===== config.mk =====
export PLATFORM = sky130hd
export DESIGN_NAME = spi_write_controller
export DESIGN_NICKNAME = d
export VERILOG_FILES = /design/src/rtl/spi_write_controller.sv
export SDC_FILE = /design/constraint.sdc
export NUM_CORES = 1
export LEC_CHECK = 0
export ABC_AREA = 1
export CORE_MARGIN = 2
export CORE_UTILIZATION = 60
export CTS_CLUSTER_SIZE = 28
export DETAILED_ROUTE_END_ITERATION = 12
export PLACE_DENSITY = 0.85
export SLEW_MARGIN = 15
export SYNTH_ARGS = -nofsm -noshare
export SYNTH_HDL_FRONTEND = slang
export SYNTH_SLANG_ARGS = --single-unit

===== constraint.sdc =====
create_clock -name clk -period 2.7 [get_ports clk]
set_clock_uncertainty 0.1 [all_clocks]
set_input_delay 0.54 -clock clk [delete_from_list [all_inputs] [get_ports clk]]
set_output_delay 0.54 -clock clk [all_outputs]
set_load 0.01 [all_outputs]

===== src/rtl/spi_write_controller.sv =====
// Write-only SPI mode-0 initiator: turns one accepted address/data request into a
// 16-bit frame {1'b1, addr[6:0], data[7:0]} on ncs/sclk/copi, MSB first.
module spi_write_controller #(
  parameter int unsigned CLK_DIV  = 4,
  parameter int unsigned CS_HOLD  = 4,
  parameter int unsigned IDLE_GAP = 8
) (
  input  logic       clk,
  input  logic       rst_n,
  input  logic       req_valid,
  output logic       req_ready,
  input  logic [6:0] req_addr,
  input  logic [7:0] req_data,
  output logic       busy,
  output logic       done,
  output logic       ncs,
  output logic       sclk,
  output logic       copi
);

  typedef enum logic [2:0] {
    IDLE     = 3'd0,
    SHIFT_LO = 3'd1,
    SHIFT_HI = 3'd2,
    HOLD     = 3'd3,
    GAP      = 3'd4
  } state_e;

  localparam logic [7:0] DIV_M1  = 8'(CLK_DIV - 1);
  localparam logic [7:0] HOLD_M1 = 8'(CS_HOLD - 1);
  localparam logic [7:0] GAP_M1  = 8'(IDLE_GAP - 1);

  state_e      state_q, state_d;
  logic [7:0]  cnt_q, cnt_d;
  logic [3:0]  bit_q, bit_d;
  logic [15:0] sr_q, sr_d;
  logic        ncs_q, ncs_d;
  logic        sclk_q, sclk_d;
  logic        copi_q, copi_d;
  logic        done_q, done_d;
  logic        busy_q, busy_d;
  logic        ready_q, ready_d;
  logic        accept_s;

  assign accept_s = req_valid && ready_q;

  // Next-state logic; every phase counts down from its length minus one.
  always_comb begin
    state_d = state_q;
    cnt_d   = cnt_q;
    bit_d   = bit_q;
    sr_d    = sr_q;
    case (state_q)
      IDLE: begin
        if (accept_s) begin
          state_d = SHIFT_LO;
          cnt_d   = DIV_M1;
          bit_d   = 4'd15;
          sr_d    = {1'b1, req_addr, req_data};
        end else begin
          cnt_d   = 8'd0;
        end
      end
      SHIFT_LO: begin
        if (cnt_q == 8'd0) begin
          state_d = SHIFT_HI;
          cnt_d   = DIV_M1;
        end else begin
          cnt_d   = cnt_q - 8'd1;
        end
      end
      SHIFT_HI: begin
        if (cnt_q != 8'd0) begin
          cnt_d   = cnt_q - 8'd1;
        end else if (bit_q == 4'd0) begin
          state_d = HOLD;
          cnt_d   = HOLD_M1;
          sr_d    = 16'd0;
        end else begin
          state_d = SHIFT_LO;
          cnt_d   = DIV_M1;
          bit_d   = bit_q - 4'd1;
          sr_d    = {sr_q[14:0], 1'b0};
        end
      end
      HOLD: begin
        if (cnt_q == 8'd0) begin
          state_d = GAP;
          cnt_d   = GAP_M1;
        end else begin
          cnt_d   = cnt_q - 8'd1;
        end
      end
      GAP: begin
        if (cnt_q == 8'd0) begin
          state_d = IDLE;
          cnt_d   = 8'd0;
          bit_d   = 4'd0;
        end else begin
          cnt_d   = cnt_q - 8'd1;
        end
      end
      default: begin
        state_d = IDLE;
        cnt_d   = 8'd0;
        bit_d   = 4'd0;
        sr_d    = 16'd0;
      end
    endcase
  end

  // Pin values are decoded from the next state so every output leaves a flop.
  always_comb begin
    ncs_d   = !((state_d == SHIFT_LO) || (state_d == SHIFT_HI) || (state_d == HOLD));
    sclk_d  = (state_d == SHIFT_HI);
    copi_d  = ((state_d == SHIFT_LO) || (state_d == SHIFT_HI)) ? sr_d[15] : 1'b0;
    done_d  = (state_d == GAP) && (state_q != GAP);
    busy_d  = (state_d != IDLE);
    ready_d = (state_d == IDLE);
  end

  // State, counters, shift register and registered outputs.
  always_ff @(posedge clk or negedge rst_n) begin
    if (!rst_n) begin
      state_q <= IDLE;
      cnt_q   <= 8'd0;
      bit_q   <= 4'd0;
      sr_q    <= 16'd0;
      ncs_q   <= 1'b1;
      sclk_q  <= 1'b0;
      copi_q  <= 1'b0;
      done_q  <= 1'b0;
      busy_q  <= 1'b0;
      ready_q <= 1'b1;
    end else begin
      state_q <= state_d;
      cnt_q   <= cnt_d;
      bit_q   <= bit_d;
      sr_q    <= sr_d;
      ncs_q   <= ncs_d;
      sclk_q  <= sclk_d;
      copi_q  <= copi_d;
      done_q  <= done_d;
      busy_q  <= busy_d;
      ready_q <= ready_d;
    end
  end

  assign req_ready = ready_q;
  assign busy      = busy_q;
  assign done      = done_q;
  assign ncs       = ncs_q;
  assign sclk      = sclk_q;
  assign copi      = copi_q;

endmodule


Word-level counts from Yosys, hierarchy flattened
Cells that the tools add are included.
{"block": "word_totals", "reg_bits": 37, "latchBits": 0, "mem_bits_rw": 0, "rom_bits": 0, "inputBits": 18, "memories": 0}
{"block": "classes", "addsub": 2, "multipliers": 0, "div_mod_pow": 0, "order_cmp": 0, "eq_ne": 13, "shifts": 0, "muxes": 23, "bitwise": 2, "n_reduce_logical": 15}
{"operator": "16-bit 2-to-1 mux", "count": 3}
{"operator": "16-bit one-hot mux with 3 select lines", "count": 1}
{"operator": "8-bit one-hot mux with 5 select lines", "count": 1}
{"operator": "8-bit 2-to-1 mux", "count": 4}
{"operator": "4-bit 2-to-1 mux", "count": 4}
{"operator": "4-bit one-hot mux with 4 select lines", "count": 1}
{"operator": "3-bit 2-to-1 mux", "count": 5}
{"operator": "3-bit one-hot mux with 5 select lines", "count": 1}
{"operator": "3-bit by 2-bit == test with 1-bit output, second input constant", "count": 4}
{"operator": "8-bit logical NOT", "count": 1}
{"operator": "2-bit inequality test, second input constant", "count": 4}
{"operator": "8-bit nonzero test", "count": 1}
{"operator": "8-bit by 1-bit subtractor with 8-bit output, second input constant", "count": 1}
{"operator": "3-bit by 1-bit == test with 1-bit output, second input constant", "count": 2}
{"operator": "3-bit == test, second input constant", "count": 2}
{"operator": "3-bit logical NOT", "count": 2}
{"operator": "5-bit AND reduction", "count": 1}
{"operator": "4-bit logical NOT", "count": 1}
{"operator": "2-bit 2-to-1 mux", "count": 2}
{"operator": "4-bit by 1-bit subtractor with 4-bit output, second input constant", "count": 1}
{"operator": "3-bit inequality test, second input constant", "count": 1}
{"operator": "3-bit AND reduction", "count": 1}
{"operator": "3-bit nonzero test", "count": 1}
{"operator": "3-bit OR reduction", "count": 1}
{"operator": "6 further kinds", "count": 9}

Logic depth before layout (Yosys ltp)
{"block": "logic_depth", "ltp_word": 8, "mapped_depth": 11, "depth_no_buf": 11}

Worst setup path after synthesis
Ideal clock, no wire load.
{"block": "synth_timing", "path_kind": "register to register", "start": "register cnt_q[0]", "end": "register sr_q[13]", "setup_time_ps": 124, "arrival_ps": 1363, "path_slack_ps": 1113, "stages_incl_launch_ff": 9, "period_less_slack_ps": 1587, "path_cell_list": "dfrtp_1 inv_1 ha_1 nand2_2 nor2_8 o21ai_4 nor2_4 buf_8 o21bai_2"}
{"block": "synth_between", "elab_chain_len": 3}
{"element": "from (decl)", "line_no": "34", "source": "logic [7:0] cnt_q, cnt_d;"}
{"element": "from (signal assigned)", "line_no": "137", "source": "cnt_q <= cnt_d;"}
{"element": "8-bit nonzero test", "line_no": "73", "source": "if (cnt_q != 8'd0) begin"}
{"element": "2-bit inequality test (no source line)"}
{"element": "3-bit AND reduction (no source line)"}
{"element": "to (signal assigned)", "line_no": "139", "source": "sr_q <= sr_d;"}
{"element": "to (decl)", "line_no": "36", "source": "logic [15:0] sr_q, sr_d;"}
No other way between the ends.
A chain may end at the register's enable or synchronous reset.

Worst setup path in the final report
{"block": "layout_timing", "start": "register ready_q, in the netlist req_ready", "end": "output req_ready"}
{"element": "from (decl)", "line_no": "42", "source": "logic ready_q, ready_d;"}
{"element": "from (signal assigned)", "line_no": "145", "source": "ready_q <= ready_d;"}
{"element": "to (decl)", "line_no": "11", "source": "output logic req_ready,"}
No word-level cell between the ends.

==> run metrics <==
run status complete, no violations; commonest cells after routing, fill and taps aside dfrtp_1, inv_1, nand2_1, clkdlybuf4s50_1, nand3_1; Non-Filler Instances between 300 and 400; Cell Rows 21; clock transition at the registers of the reported paths 0.11 ns; CTS max path bufs 2; Via density around 5; Yosys Warn Count 0; vias in the first global route about 1.5k; post-synth cell types 32; number of antenna diodes 0; hold crit path type primary input to async pin; crit path launch req_ready; Synth Register Bits 37; Max-Cap Viols 0; post-DR wirelength/cell 12.0 microns; Initial Util 0.628; Max IR drop VDD 0.822 mV; chip width 63.1 microns; PostCTS Resize Cnt 0; Max-slew headroom 0.474; Final Max Slew Viols 0; drt first pass iters 4; TritonCTS Sinks 37; leakage 1.16 nW; Starting DRT DRC Count between 50 and 60; Async S/R FF share, synth 1.00; most common cell after layout, fill and taps aside dfrtp_1; All-Layer GR Usage 0.220; internal reg-to-reg setup slack 0.79 ns; worst-path fanout max 2; largest delay contributor family on the critical path flip-flops; Root Buffer clkbuf_4; Crit path arrival time 1.42 ns; Setup crit end kind output port; WS Path Type register to output port; Worst-Skew Late Latency 0.35 ns; area of the mapped netlist between 2000 and 2500 sq um; power per cell area roughly 1300 nW/um^2; worst path cell trace clkdlybuf4s50_1; vias ~1.5k; DRT Wirelength 3.63 mm; Die Span Y 63.1 microns; cts hold-fix bufs 0; type of origin of the critical path register; die area approximately 4000 sq um; initial antenna violation count 0; layout cells sized above 1 0.215; Post-synth EDFFs 0; Antenna Violating Nets Remaining 0; largest net degree at the start of global routing 38; CP max stage delay roughly 0.55 ns; placed insts between 200 and 300; synthesized area per cell 9.12 sq um; final setup violation count 0; IO Count 24; share of the cycle needed by the critical path after routing 0.762; DP HPWL 2.62 mm; Area Overhead vs Synth 16.2%; first-pass GRT wire length around 6.8 mm; TNS Setup 0 ns; ys flop type dfrtp_1; Post-Synthesis Cells 230; cts bufs inserted 5; min cycle time layout 2.06 ns; Routability Congestion a little over 0.8; Final #Nets about 280; unrepaired setup endpoints after global routing false; slowest stage cell, crit path dfstp_2; post-synthesis sequential area ratio 0.443; PortBufs 23; H-tree levels 2; Reg-to-Reg Start cnt_q[0]; post-CTS setup buffer count 0; Final Hold Viols 0; CTS tree done; gr ovfl total 0; CP Buf/Inv Count 1; f_max 486 MHz; CORE AREA between 3000 and 4000 sq um; Critical Path RT 2.06 ns; syn_nets around 250; Slew @ Worst Pin 0.789 ns; DRC 0
## through the flow
stage | hold slack, ns | instance area, sq um | setup slack, ns | total power (W) | util
after floorplan | 0.144 | 2100 | 1.11 | 0.00238 | -
after global placement | 0.401 | 2330 | 0.612 | 0.00263 | 0.699
after detailed placement | 0.408 | 2330 | 0.538 | 0.00267 | 0.699
after CTS | 0.190 | 2440 | 0.631 | 0.00316 | 0.730
after global routing | 0.227 | 2440 | 0.602 | 0.00343 | 0.730
final | 0.163 | 2440 | 0.644 | 0.00314 | 0.730
## synth_stat cells (2+ instances only)
library cell  count  area share
nor2_8            2       0.019
nor2_1           17       0.030
xor2_1            4       0.017
o21ai_1          11       0.026
nand3_1          20       0.048
nor2_2            8       0.024
xnor2_1           3       0.013
o21ai_0          11       0.026
dfrtp_1          35        0.42
a21oi_1           4      0.0095
nand2_2           8       0.024
nand2_1          27       0.048
o21bai_2         10       0.054
o211ai_1          2      0.0072
nor2_4            5       0.027
ha_1              3       0.018
nand3_4           3       0.025
nor3_1            3      0.0072
nand2_4           3       0.016
inv_1            33       0.059
inv_2             3      0.0054
buf_6             2       0.011
dfstp_2           2       0.025
o21bai_1          3       0.011
## power breakdown
group / switching (W) / internal (W)
Combinational: 0.00110 / 0.000631
Sequential: 0.000151 / 0.000785
Clock: 0.000187 / 0.000287
Total: 0.00144 / 0.00170
## layout make-up
class,instances,area [sq um]
clock buffer,5,37.5
clock inverter,3,65.1
fill,263,901
inverter,36,135
multi-input combinational,152,987
sequential,37,928
tap,46,57.6
timing repair buffer,23,225
## per-layer routing
metal,vias to the layer above,routed length [microns],GRT usage
li1,786,-,-
met1,690,1770,0.309
met2,19,1700,0.339
met3,9,82,0.0375
met4,0,71,0.0917
met5,-,0,0
## path summary, 6_finish.rpt
| kind | to | cells after the start |
|---|---|---|
| setup / recovery | req_ready | 1 |
| hold / removal | sr_q[9] | 1 |
| setup reg to reg | sr_q[0] | 7 |
| hold reg to reg | sr_q[10] | 2 |
| max in group asynchronous | cnt_q[1] | 1 |
| min in group clk | sr_q[10] | 2 |
## registers in the layout, summed over array words and instances (netlist names), 3 cells and up
register,flops
bit_q,4
sr_q,16
cnt_q,8
state_q,3
## logic make-up (layout without fill, tap and decap cells)
kind of cell / Yosys count / in the layout / synth area share
buf+inv: 41 / 67 / 0.0865
simple gates: 100 / 100 / 0.282
fa+ha+maj: 3 / 3 / 0.0179
flops: 37 / 37 / 0.443
compound gates: 42 / 42 / 0.141
xor+xnor: 7 / 7 / 0.0292
Note: power is estimated with default switching activity, not from simulation.
